**src/rtl/gpio_irq_scheduler.sv**
```systemverilog
// ---------------------------------------------------------------------------
// gpio_irq_scheduler
//
// Collects the level interrupts of N_PINS edge-capture channels, picks one
// with round-robin arbitration and presents it to the host as a single
// registered interrupt plus pin index. On host acknowledge the winning
// channel gets a one-cycle clear pulse; the scheduler then waits for that
// channel's interrupt to drop before servicing the next pin.
//
// Ports:
//   clk          in   1       system clock
//   rst_n        in   1       asynchronous active-low reset
//   enable       in   1       scheduler enable; low forces the FSM to IDLE
//   irq_in       in   N_PINS  level interrupt from each channel
//   irq_mask     in   N_PINS  1 = pin excluded from arbitration
//   ack          in   1       host acknowledge (only honoured in WAIT_ACK)
//   irq_out      out  1       registered interrupt to the host
//   irq_id       out  ID_W    registered index of the pin being serviced
//   clr_out      out  N_PINS  one-hot, single-cycle clear pulse
//   busy         out  1       high whenever the FSM is not in IDLE
//   timeout_err  out  1       sticky DRAIN-timeout flag
//
// Optional feature macro: GPIO_IRQ_TIMEOUT_EN
//   Defined   : DRAIN is bounded to TIMEOUT_CYC cycles; on expiry the
//               sticky timeout_err is set and the FSM returns to IDLE.
//   Undefined : DRAIN waits indefinitely and timeout_err is tied to 0.
// ---------------------------------------------------------------------------
module gpio_irq_scheduler #(
  parameter int N_PINS      = 8,
  parameter int ID_W        = 3,
  parameter int TIMEOUT_CYC = 16
) (
  input  logic              clk,
  input  logic              rst_n,
  input  logic              enable,
  input  logic [N_PINS-1:0] irq_in,
  input  logic [N_PINS-1:0] irq_mask,
  input  logic              ack,
  output logic              irq_out,
  output logic [ID_W-1:0]   irq_id,
  output logic [N_PINS-1:0] clr_out,
  output logic              busy,
  output logic              timeout_err
);

  // Reject configurations the index width or the drain counter cannot cover.
  if (TIMEOUT_CYC < 1 || (2 ** ID_W) < N_PINS) begin : g_bad_cfg
    $error("gpio_irq_scheduler: illegal N_PINS/ID_W/TIMEOUT_CYC combination");
  end

  typedef enum logic [1:0] {
    IDLE     = 2'd0,
    WAIT_ACK = 2'd1,
    CLEAR    = 2'd2,
    DRAIN    = 2'd3
  } state_t;

  state_t            state_q, state_d;
  logic [ID_W-1:0]   last_id_q, last_id_d;
  logic [ID_W-1:0]   irq_id_q, irq_id_d;
  logic              irq_out_q, irq_out_d;
  logic              busy_q, busy_d;
  logic [N_PINS-1:0] clr_out_q, clr_out_d;

  logic [N_PINS-1:0] pending;
  logic [N_PINS-1:0] id_onehot;
  logic [ID_W-1:0]   winner;
  logic [ID_W-1:0]   rr_idx;
  logic              rr_hit;

  assign pending = irq_in & ~irq_mask;

  // One-hot decode of the serviced pin, used for the clear pulse.
  for (genvar gi = 0; gi < N_PINS; gi++) begin : g_onehot
    assign id_onehot[gi] = (irq_id_q == ID_W'(gi));
  end

  // Round-robin search: start just after the last acknowledged pin and walk
  // upwards with wrap-around; the first pending pin wins.
  always_comb begin
    winner = '0;
    rr_hit = 1'b0;
    rr_idx = '0;
    for (int i = 1; i <= N_PINS; i++) begin
      rr_idx = ID_W'((int'(last_id_q) + i) % N_PINS);
      if (!rr_hit && pending[rr_idx]) begin
        rr_hit = 1'b1;
        winner = rr_idx;
      end
    end
  end

`ifdef GPIO_IRQ_TIMEOUT_EN
  localparam int CNT_W = $clog2(TIMEOUT_CYC + 1);
  logic [CNT_W-1:0] drain_cnt_q, drain_cnt_d;
  logic             timeout_err_q, timeout_err_d;
`endif

  // Next-state logic. Every output register is derived from the next state,
  // so all outputs are registered and none depends combinationally on inputs.
  always_comb begin
    state_d   = state_q;
    last_id_d = last_id_q;
    irq_id_d  = irq_id_q;
`ifdef GPIO_IRQ_TIMEOUT_EN
    drain_cnt_d   = drain_cnt_q;
    timeout_err_d = timeout_err_q;
`endif
    if (!enable) begin
      // Disabling abandons the current service without touching the
      // round-robin pointer, the last index or the sticky error.
      state_d = IDLE;
    end else begin
      case (state_q)
        IDLE: begin
          if (|pending) begin
            irq_id_d = winner;
            state_d  = WAIT_ACK;
          end
        end
        WAIT_ACK: begin
          // Acknowledge beats a simultaneous withdrawal.
          if (ack) begin
            last_id_d = irq_id_q;
            state_d   = CLEAR;
          end else if (!pending[irq_id_q]) begin
            state_d = IDLE;
          end
        end
        CLEAR: begin
          state_d = DRAIN;
`ifdef GPIO_IRQ_TIMEOUT_EN
          drain_cnt_d = '0;
`endif
        end
        DRAIN: begin
          // Mask is deliberately ignored: we wait on the raw channel level.
          if (!irq_in[irq_id_q]) begin
            state_d = IDLE;
`ifdef GPIO_IRQ_TIMEOUT_EN
          end else if (drain_cnt_q == CNT_W'(TIMEOUT_CYC - 1)) begin
            timeout_err_d = 1'b1;
            state_d       = IDLE;
          end else begin
            drain_cnt_d = drain_cnt_q + 1'b1;
`endif
          end
        end
        default: state_d = IDLE;
      endcase
    end

    irq_out_d = (state_d == WAIT_ACK);
    busy_d    = (state_d != IDLE);
    clr_out_d = (state_d == CLEAR) ? id_onehot : '0;
  end

  always_ff @(posedge clk or negedge rst_n) begin
    if (!rst_n) begin
      state_q   <= IDLE;
      last_id_q <= ID_W'(N_PINS - 1);
      irq_id_q  <= '0;
      irq_out_q <= 1'b0;
      busy_q    <= 1'b0;
      clr_out_q <= '0;
    end else begin
      state_q   <= state_d;
      last_id_q <= last_id_d;
      irq_id_q  <= irq_id_d;
      irq_out_q <= irq_out_d;
      busy_q    <= busy_d;
      clr_out_q <= clr_out_d;
    end
  end

`ifdef GPIO_IRQ_TIMEOUT_EN
  always_ff @(posedge clk or negedge rst_n) begin
    if (!rst_n) begin
      drain_cnt_q   <= '0;
      timeout_err_q <= 1'b0;
    end else begin
      drain_cnt_q   <= drain_cnt_d;
      timeout_err_q <= timeout_err_d;
    end
  end

  assign timeout_err = timeout_err_q;
`else
  assign timeout_err = 1'b0;
`endif

  assign irq_out = irq_out_q;
  assign irq_id  = irq_id_q;
  assign clr_out = clr_out_q;
  assign busy    = busy_q;

endmodule

```
**config.mk**
```make
export PLATFORM = sky130hd
export DESIGN_NAME = gpio_irq_scheduler
export DESIGN_NICKNAME = d
export VERILOG_FILES = /design/src/rtl/gpio_irq_scheduler.sv
export SDC_FILE = /design/constraint.sdc
export NUM_CORES = 1
export LEC_CHECK = 0
export BUFFER_PORTS_ARGS = -buffer_cell sky130_fd_sc_hd__buf_2
export CORE_MARGIN = 10
export CORE_UTILIZATION = 52
export CTS_CLUSTER_SIZE = 25
export DETAILED_ROUTE_END_ITERATION = 10
export PLACE_DENSITY = 0.83
export SLEW_MARGIN = 20
export SYNTH_ARGS = -nofsm -noshare
export SYNTH_HDL_FRONTEND = slang
export SYNTH_SLANG_ARGS = --single-unit
```
**constraint.sdc**
```tcl
create_clock -name clk -period 4.95 [get_ports clk]
set_input_delay 0.99 -clock clk [delete_from_list [all_inputs] [get_ports clk]]
set_output_delay 0.99 -clock clk [all_outputs]
set_load 0.01 [all_outputs]
```
Word level (Yosys, flattened, before mapping):

Cells that the tools add are included.

* output and inout bits: 14
* flip-flop bits (word level): 18
* input bits: 20

* muxes and demuxes: 42
* reduce and logical (&&, ||, !) cells: 20
* $add $sub $neg: 8
* equal/unequal tests: 12
* magnitude comparators: 9
* bitwise gates (word level): 2

Operators with widths (number)
* $lt A3 B4 Y1 const B: 9
* $bmux W1 S3: 10
* $mux W3: 8
* $mux W1: 17
* $add A3 B3 Y3 const B: 4
* $eq A3 B3 Y1 const B: 4
* $mux W2: 5
* $and A8 B8 Y8: 1
* $mux W8: 1
* $not A8 Y8: 1
* $pmux W2 S4: 1
* $reduce_or A8 Y1: 1
* $logic_and A1 B1 Y1: 7
* $logic_not A1 Y1: 7
* $add A3 B1 Y3 const B: 2
* $add A3 B2 Y3 const B: 2
* $eq A2 B2 Y1 const B: 3
* $eq A3 B2 Y1 const B: 2
* $reduce_and A3 Y1: 2
* $eq A2 B1 Y1 const B: 2
* $eq A3 B1 Y1 const B: 1
* $logic_not A3 Y1: 1
* $logic_not A2 Y1: 1
* $reduce_bool A2 Y1: 1

Depth between registers and ports, before layout:

Gate-level depths: netlist of run 1.

* depth in word-level cells: 26
* gate-level depth with buffers: 11
* depth with buffers taken out: 9

Least setup slack after synthesis of run 1:

OpenSTA, ideal clock, no wires.

* kind: in2reg
* start: input port irq_mask[2]
* end: register irq_id_q[2], in the netlist irq_id[2]
* slack: 1.925 ns
* stages on the path: 8
* data arrival time: 2.904 ns
* buffers on the path: 1
* required time: 4.829 ns
* path through: nand2b_2 mux4_2 mux2i_1 or3b_1 buf_4 o32ai_1 or4_1 a22o_1

* longest elaborated chain between the ends: 26

RTL lines
* start: declaration: line 37 `input logic [N_PINS-1:0] irq_mask,`
* $not A8 Y8 *: line 71 `assign pending = irq_in & ~irq_mask;`
* $and A8 B8 Y8 *: line 71
* $bmux W1 S3: line 86 `if (!rr_hit && pending[rr_idx]) begin`
* $mux W1 (implied by the code): line 86
* $mux W1: line 86
* $logic_not A1 Y1: line 86
* $logic_and A1 B1 Y1: line 86
* $mux W1: line 86
* [... 10 more ...]
* $logic_and A1 B1 Y1: line 86
* $mux W1: line 86
* $logic_not A1 Y1: line 86
* $logic_and A1 B1 Y1: line 86
* $mux W1: line 86
* $logic_not A1 Y1: line 86
* $logic_and A1 B1 Y1: line 86
* $mux W3: line 86
* end signal: assignment: line 169 `irq_id_q <= irq_id_d;`
* end: declaration: line 60 `logic [ID_W-1:0] irq_id_q, irq_id_d;`

Mark *: on every way between the ends. The rest lies on a longest branch, timed or not. The select of a mux whose other input is x is not followed.
A chain may end at the register's enable or synchronous reset.

Worst setup path after layout of run 1:

* start: register last_id_q[0]
* end: register irq_id_q[0], in the netlist irq_id[0]

* longest elaborated chain between the ends: 25

RTL lines
* start: declaration: line 59 `logic [ID_W-1:0] last_id_q, last_id_d;`
* start signal: assignment: line 161 `last_id_q <= ID_W'(N_PINS - 1);`
* start signal: assignment: line 168 `last_id_q <= last_id_d;`
* $add A3 B1 Y3: line 85 `rr_idx = ID_W'((int'(last_id_q) + i) % N_PINS);`
* $bmux W1 S3: line 86
* $mux W1 (implied by the code): line 86
* $mux W1: line 86
* $logic_not A1 Y1: line 86
* $logic_and A1 B1 Y1: line 86
* $mux W1: line 86
* $logic_not A1 Y1: line 86
* [... 9 more ...]
* $logic_and A1 B1 Y1: line 86
* $mux W1: line 86
* $logic_not A1 Y1: line 86
* $logic_and A1 B1 Y1: line 86
* $mux W1: line 86
* $logic_not A1 Y1: line 86
* $logic_and A1 B1 Y1: line 86
* $mux W3 *: line 86

Marked as above.

==> results of run 1 <==
stage by stage:
stage | hold WS, ns | cell area (um2)
after detailed placement | 0.526 | 1940
after CTS | 0.542 | 1970
after global routing | 0.571 | 1970
after floorplan | 0.494 | 1800
after global placement | 0.527 | 1940
final | 0.547 | 1970
synth_stat cells (3+ instances only):
| cell type | instances |
|---|---|
| sky130_fd_sc_hd__nand2_1 | 16 |
| sky130_fd_sc_hd__nor2_1 | 16 |
| sky130_fd_sc_hd__dfrtp_1 | 15 |
| sky130_fd_sc_hd__mux2i_1 | 15 |
| sky130_fd_sc_hd__nand2b_1 | 14 |
| sky130_fd_sc_hd__mux4_2 | 10 |
| sky130_fd_sc_hd__nor3_1 | 9 |
| sky130_fd_sc_hd__nor2b_1 | 7 |
| sky130_fd_sc_hd__a21oi_1 | 6 |
| sky130_fd_sc_hd__o21ai_0 | 6 |
| sky130_fd_sc_hd__inv_1 | 5 |
| sky130_fd_sc_hd__nor4_1 | 5 |
| sky130_fd_sc_hd__clkbuf_1 | 4 |
| sky130_fd_sc_hd__o22ai_1 | 4 |
| sky130_fd_sc_hd__buf_1 | 3 |
| sky130_fd_sc_hd__buf_2 | 3 |
| sky130_fd_sc_hd__buf_4 | 3 |
| sky130_fd_sc_hd__dfstp_2 | 3 |
| sky130_fd_sc_hd__mux2_2 | 3 |
| sky130_fd_sc_hd__o211ai_1 | 3 |
| sky130_fd_sc_hd__o31ai_1 | 3 |
placed cells by master (no fill, tap or decap), drive strengths merged, types with 4 or more instances in the layout:
cell type | synthesis | routed
a21oi | 6 | 6
mux2i | 15 | 15
o21ai | 7 | 7
clkbuf | 5 | 4
mux4 | 10 | 10
dfrtp | 15 | 15
nor2b | 7 | 7
buf | 10 | 32
o22ai | 4 | 4
nor4 | 6 | 6
inv | 6 | 6
nand2b | 15 | 15
mux2 | 4 | 4
nor3 | 9 | 9
nor2 | 16 | 16
nand2 | 16 | 16
metal layers:
layer  vias up  share of wire (%)  global-route usage [%]
met5         -                  0                       0
met4         0                2.1                    4.48
met3        15                8.2                    2.25
met2       103                 47                    24.9
met1       780                 43                    20.4
li1        791                  -                       -
layout make-up:
type	instances	area, um2	share of cell area [%]
well taps	46	57.6	2.92
multi-input cells	160	1240	62.9
clock buffers	4	36.3	1.84
inverters	6	22.5	1.14
flip-flops and latches	18	454	23.0
repair buffers	32	160	8.12
kinds of logic after synthesis:
group / after synthesis / synth area share (%)
simple gates: 82 / 24.8
compound gates: 44 / 17.7
mux: 29 / 23.6
buf+inv: 21 / 5.71
flops: 18 / 25.3
fa+ha+maj: 2 / 1.39
xor+xnor: 2 / 1.39
other cells: 1 / 0.209
critical path, stage by stage (launching register included):
cell and delay, ns:
sky130_fd_sc_hd__dfstp_2 0.71, sky130_fd_sc_hd__inv_2 0.20, sky130_fd_sc_hd__ha_1 0.48, sky130_fd_sc_hd__inv_1 0.23, sky130_fd_sc_hd__mux4_2 0.56, sky130_fd_sc_hd__or2_0 0.33
sky130_fd_sc_hd__nor4b_1 0.49, sky130_fd_sc_hd__nor4_1 0.11, sky130_fd_sc_hd__o31ai_1 0.20
flip-flops by register name, summed over array words and instances (netlist names):
signal,flops
irq_id,3
busy,1
last_id_q,3
state_q,2
irq_out,1
clr_out,8
path summary, 6_finish.rpt:
check | slack [ns] | depth (start not counted) | endpoint | from
worst max register to register | 1.55 | 8 | irq_id[0] | last_id_q[0]
worst min register to register | 0.55 | 1 | irq_out | state_q[0]
worst max-delay path | 1.55 | 8 | irq_id[0] | last_id_q[0]
worst min-delay path | 0.55 | 1 | irq_out | state_q[0]
min in group asynchronous | 0.60 | 1 | busy | rst_n
max in group asynchronous | 4.01 | 1 | last_id_q[1] | rst_n
report_power, final:
group	internal (uW)	leakage [uW]	switching (uW)	total, uW
sequential	190	0.000230	112	303
clock	44.7	0.0000210	43.1	87.8
combinational	410	0.000620	466	876
==> qor.log, run 1 <==
[global_route] Total GRT Usage 15.3%
[route] post-route antenna net violation count 0
[timing] Final Hold Vio Count 0
[route] Iteration-0 DRC Markers 217
[timing] number of slew-limit violations in the final report 0
[clock_network] cells resized by post-CTS repair 0
[clock_network] clock slew seen by the registers of the worst setup and hold paths 0.11 ns
[critical_path] nature of the critical path startpoint flop
[clock_network] root buf cell sky130_fd_sc_hd__clkbuf_4
[yosys] portion of synthesized cell area occupied by the leading cell type 20.9%
[placed_design] pre-CTS WS 1.54 ns
[yosys] main area contributors after synthesis sky130_fd_sc_hd__dfrtp_1 21%, sky130_fd_sc_hd__mux4_2 13%, sky130_fd_sc_hd__mux2i_1 8.4%
[pwr] worst supply voltage drop on vdd 307 uV
[status] status complete, no violations
[critical_path] data required time at the worst endpoint 5.14 ns
[pwr] Power Dens Cells 642 nW/um2
[yosys] flip-flop and latch count after synthesis 18
[global_route] largest net degree at the start of global routing 25
[critical_path] critical path capture point type flop
[final_layout] nets@finish 243
[placed_design] count of buffers from port buffering 32
[final_layout] number of standard cells in the final layout excluding fillers 266
[floorplan] FP Rows 21
[placed_design] post-detailed-placement half-perimeter wirelength 3740 um
[yosys] primary flip-flop cell chosen by synthesis mapping sky130_fd_sc_hd__dfrtp_1
[placed_design] placed cell count 262
[pwr] total design power 1270 uW
[yosys] number of flops mapped to enable cells by yosys 0
[yosys] cell area after technology mapping 1800 um2
[clock_network] post-CTS setup-driven buffer insertion count 0
[timing] Worst-Margin Slew 0.518 ns
[timing] RSZ-0062 raised after global routing no
[yosys] Yosys cell types 59
[final_layout] diode insertion count for antenna repair 0
[final_layout] fraction of final layout cells with drive strength greater than 1 28.2%
[clock_network] hold buffers post-CTS 0
[yosys] Seq/Total Area, Yosys 25.3%
[worst_hold_path] classification of the worst-slack hold path reg2reg
[timing] shortest period the worst path allows 3.40 ns
[timing] achievable frequency 294 MHz
[floorplan] height of the die 78.8 um
[timing] setup_tns 0 ns
[yosys] Mean Syn Cell Area 9.04 um2
[timing] post-route worst setup slack 1.55 ns
[global_route] initial antenna violation count 0
[global_route] via count of the first global-routing pass 1613
[clock_network] number of clock sinks 18
[global_route] total congestion overflow 0
[clock_network] number of buffers created by CTS 3
[timing] final period utilization 68.8%
[route] total length of routed wires 4780 um
[clock_network] Clock Path Buffers 2
[clock_network] clock latency on the worst-skew pair 0.29 ns
[pwr] reported leakage power 0.000870 uW
[critical_path] largest driver fanout on the critical path 12
[yosys] cell taking the most area after synthesis sky130_fd_sc_hd__dfrtp_1
[route] Via-to-Cell Ratio 6.35
[route] length of the first detailed-routing pass in iterations 6
[timing] headroom to the max-slew limit 65.4%
[floorplan] Boundary Pins 34
[clock_network] clock tree from TritonCTS yes
[global_route] global-route wire length before repair 7930 um
[yosys] synthesized instance count 199
[clock_network] H-tree level count 1
[final_layout] Layout fillers 307
[final_layout] fraction of the core area covered by cells at the end of the flow 59.1%
[floorplan] width of the die 78.8 um
[yosys] Warnings, synthesis 0
[yosys] Async SR Flop Fraction 100%
[floorplan] die outline area 6210 um2
[critical_path] data arrival time of the critical path 3.59 ns
[timing] final setup violation count 0
[final_layout] area added between synthesis and finish 9.67%
[floorplan] core footprint 3340 um2
[route] post-detailed-route wirelength per cell 18.0 um
[critical_path] critical path class reg2reg
[flow_run] Max-Cap Viols 0
[route] drc violations 0
[timing] Max Clock Skew 0.0127 ns
[yosys] Mapped Nets 221
[floorplan] starting utilization of the core area 53.9%
[route] routed via count 1689
[placed_design] routability congestion estimate 1.04
Power figures use the tool's default switching activity.
==> inputs of run 2 (changes only) <==
clock period = 3.15 ns   (was 4.95 ns; I/O delays follow)
==> run 2 against run 1 <==
Net effect:
- first-iteration DRC count is 39% lower
- setup slack got worse by 1.4 ns
- clock power increased by 63%
- core utilization increased by 2.2 points
- clock skew hardly changed
- largest cell class unchanged
==> qor.log, run 2 (synthesized netlist as in run 1, its figures left out) <==
[status] status complete, no violations [unchanged]
[timing] RSZ-0062 raised after global routing no [unchanged]
[global_route] initial antenna violation count 0 [unchanged]
[global_route] global-route wire length before repair 8650 um [was 7930 um]
[critical_path] critical path class reg2reg [unchanged]
[clock_network] root buf cell sky130_fd_sc_hd__clkbuf_4 [unchanged]
[clock_network] Clock Path Buffers 2 [unchanged]
[critical_path] nature of the critical path startpoint flop [unchanged]
[floorplan] height of the die 78.8 um [unchanged]
[timing] shortest period the worst path allows 2.97 ns [was 3.40 ns]
[floorplan] core footprint 3340 um2 [unchanged]
[final_layout] fraction of final layout cells with drive strength greater than 1 31.4% [was 28.2%]
[critical_path] cell with the largest stage delay on the worst path sky130_fd_sc_hd__dfstp_2 [unchanged]
[clock_network] clock latency on the worst-skew pair 0.30 ns [was 0.29 ns]
[route] total length of routed wires 5010 um [was 4780 um]
[floorplan] die outline area 6210 um2 [unchanged]
[critical_path] CP cell instances inv_2 > ha_1 > inv_1 > mux4_2 > or2_0 > nor4bb_1 > nor4_1 > o31ai_1 [was inv_2 > ha_1 > inv_1 > mux4_2 > or2_0 > nor4b_1 > nor4_1 > o31ai_1]
[final_layout] area added between synthesis and finish 13.8% [was 9.67%]
[timing] achievable frequency 336 MHz [was 294 MHz]
[floorplan] width of the die 78.8 um [unchanged]
[placed_design] pre-CTS WS 0.153 ns [was 1.54 ns]
[final_layout] diode insertion count for antenna repair 0 [unchanged]
[final_layout] nets@finish 252 [was 243]
[placed_design] post-detailed-placement half-perimeter wirelength 4050 um [was 3740 um]
[global_route] met3 GRT Util 3.60% [was 2.25%]
[flow_run] Max-Cap Viols 0 [unchanged]
[final_layout] most common cell after layout, fill and taps aside sky130_fd_sc_hd__buf_2 [unchanged]
[route] routed via count 1722 [was 1689]
[clock_network] hold buffers post-CTS 0 [unchanged]
[timing] final period utilization 94.4% [was 68.8%]
[placed_design] total cell area at the placement stage 2000 um2 [was 1940 um2]
[timing] headroom to the max-slew limit 64.3% [was 65.4%]
[global_route] Total GRT Usage 16.8% [was 15.3%]
[worst_hold_path] classification of the worst-slack hold path in2async [was reg2reg]
[route] length of the first detailed-routing pass in iterations 4 [was 6]
[global_route] met2 Resource Use GR 28.5% [was 24.9%]
[floorplan] starting utilization of the core area 53.9% [unchanged]
[floorplan] Boundary Pins 34 [unchanged]
[timing] Hold Worst Slack 0.222 ns [was 0.547 ns]
[timing] number of slew-limit violations in the final report 0 [unchanged]
[pwr] reported leakage power 0.000915 uW [was 0.000870 uW]
[route] drc violations 0 [unchanged]
[clock_network] number of clock sinks 18 [unchanged]
[timing] Final Hold Vio Count 0 [unchanged]
[critical_path] largest driver fanout on the critical path 6 [was 12]
[critical_path] data arrival time of the critical path 3.18 ns [was 3.59 ns]
[route] post-route antenna net violation count 0 [unchanged]
[pwr] Power Dens Cells 1060 nW/um2 [was 642 nW/um2]
[placed_design] routability congestion estimate 0.962 [was 1.04]
[global_route] via count of the first global-routing pass 1737 [was 1613]
[clock_network] number of buffers created by CTS 3 [unchanged]
[timing] Worst-Margin Slew 0.536 ns [was 0.518 ns]
[global_route] GRT busiest layer met2 [unchanged]
[route] Iteration-0 DRC Markers 132 [was 217]
[timing] Max Clock Skew 0.0126 ns [was 0.0127 ns]
[clock_network] clock slew seen by the registers of the worst setup and hold paths 0.11 ns [about the same]
[final_layout] most frequent cells in the layout 32 x sky130_fd_sc_hd__buf_2, 16 x sky130_fd_sc_hd__nand2_1, 16 x sky130_fd_sc_hd__nor2_1 [unchanged]
[pwr] worst supply voltage drop on vdd 415 uV [was 307 uV]
[clock_network] clock tree from TritonCTS yes [unchanged]
[clock_network] H-tree level count 1 [unchanged]
[critical_path] data required time at the worst endpoint 3.36 ns [was 5.14 ns]
[route] post-detailed-route wirelength per cell 18.2 um [was 18.0 um]
[timing] post-route worst setup slack 0.177 ns [was 1.55 ns]
[timing] final setup violation count 0 [unchanged]
[final_layout] Design Area, Final 2050 um2 [was 1970 um2]
[global_route] total congestion overflow 0 [unchanged]
[global_route] met1 global-route usage 20.6% [was 20.4%]
[global_route] largest net degree at the start of global routing 25 [unchanged]
[placed_design] count of buffers from port buffering 32 [unchanged]
[floorplan] FP Rows 21 [unchanged]
[critical_path] highest cell delay on the worst timing path 0.60 ns [was 0.71 ns]
[timing] setup_tns 0 ns [unchanged]
[critical_path] critical path capture point type flop [unchanged]
[route] Via-to-Cell Ratio 6.26 [was 6.35]
[final_layout] Largest register FFs 8 [unchanged]
run 2: area by class of cell:
cell class,count,area (um2)
multi-input cells,160,1250
inverters,6,22.5
flip-flops and latches,18,454
well taps,46,57.6
fillers,310,1290
repair buffers,41,228
clock buffers,4,36.3
run 2: per-layer routing:
layer	vias up	routed length, um
met5	-	0
met4	0	75
met3	7	505
met2	95	2450
met1	816	1980
li1	804	-
run 2: timing repair:
| item | 4_1_cts | 5_1_grt |
|---|---|---|
| endpoints found under the setup margin | 0 | 2 |
| gates resized for setup | 0 | 1 |
| buffers inserted | 0 | 0 |
run 2: path summary, 6_finish.rpt:
check / slack (ns) / endpoint / depth (start not counted) / startpoint
min in group clk: 0.55 / irq_out / 1 / state_q[0]
worst max-delay path: 0.18 / irq_id[0] / 8 / last_id_q[0]
worst min-delay path: 0.22 / state_q[0] / 1 / rst_n
worst max register to register: 0.18 / irq_id[0] / 8 / last_id_q[0]
worst min register to register: 0.55 / irq_out / 1 / state_q[0]
max in group asynchronous: 2.60 / last_id_q[2] / 1 / rst_n
run 2: critical path, delay by kind of cell, from the launching register on:
kind | cells | cell delay [ns]
multiplexers | 1 | 0.55
adder cells (fa/ha/maj) | 1 | 0.39
AO/OA/AOI/OAI | 1 | 0.23
buffers and inverters | 2 | 0.22
AND/OR/NAND/NOR | 3 | 0.90
flip-flops | 1 | 0.60
run 2: per-stage QoR:
step,instances,util (%),power (uW)
after floorplan,199,-,1590
after global placement,271,60.0,1940
after detailed placement,271,60.0,1980
after CTS,275,61.1,2120
after global routing,275,61.3,2320
final,275,61.3,2160
run 2: power breakdown:
group / total [uW] / switching, uW / internal (uW)
Clock: 143 / 72.3 / 70.6
Combinational: 1580 / 823 / 756
Sequential: 441 / 143 / 298
Total: 2160 / 1040 / 1120
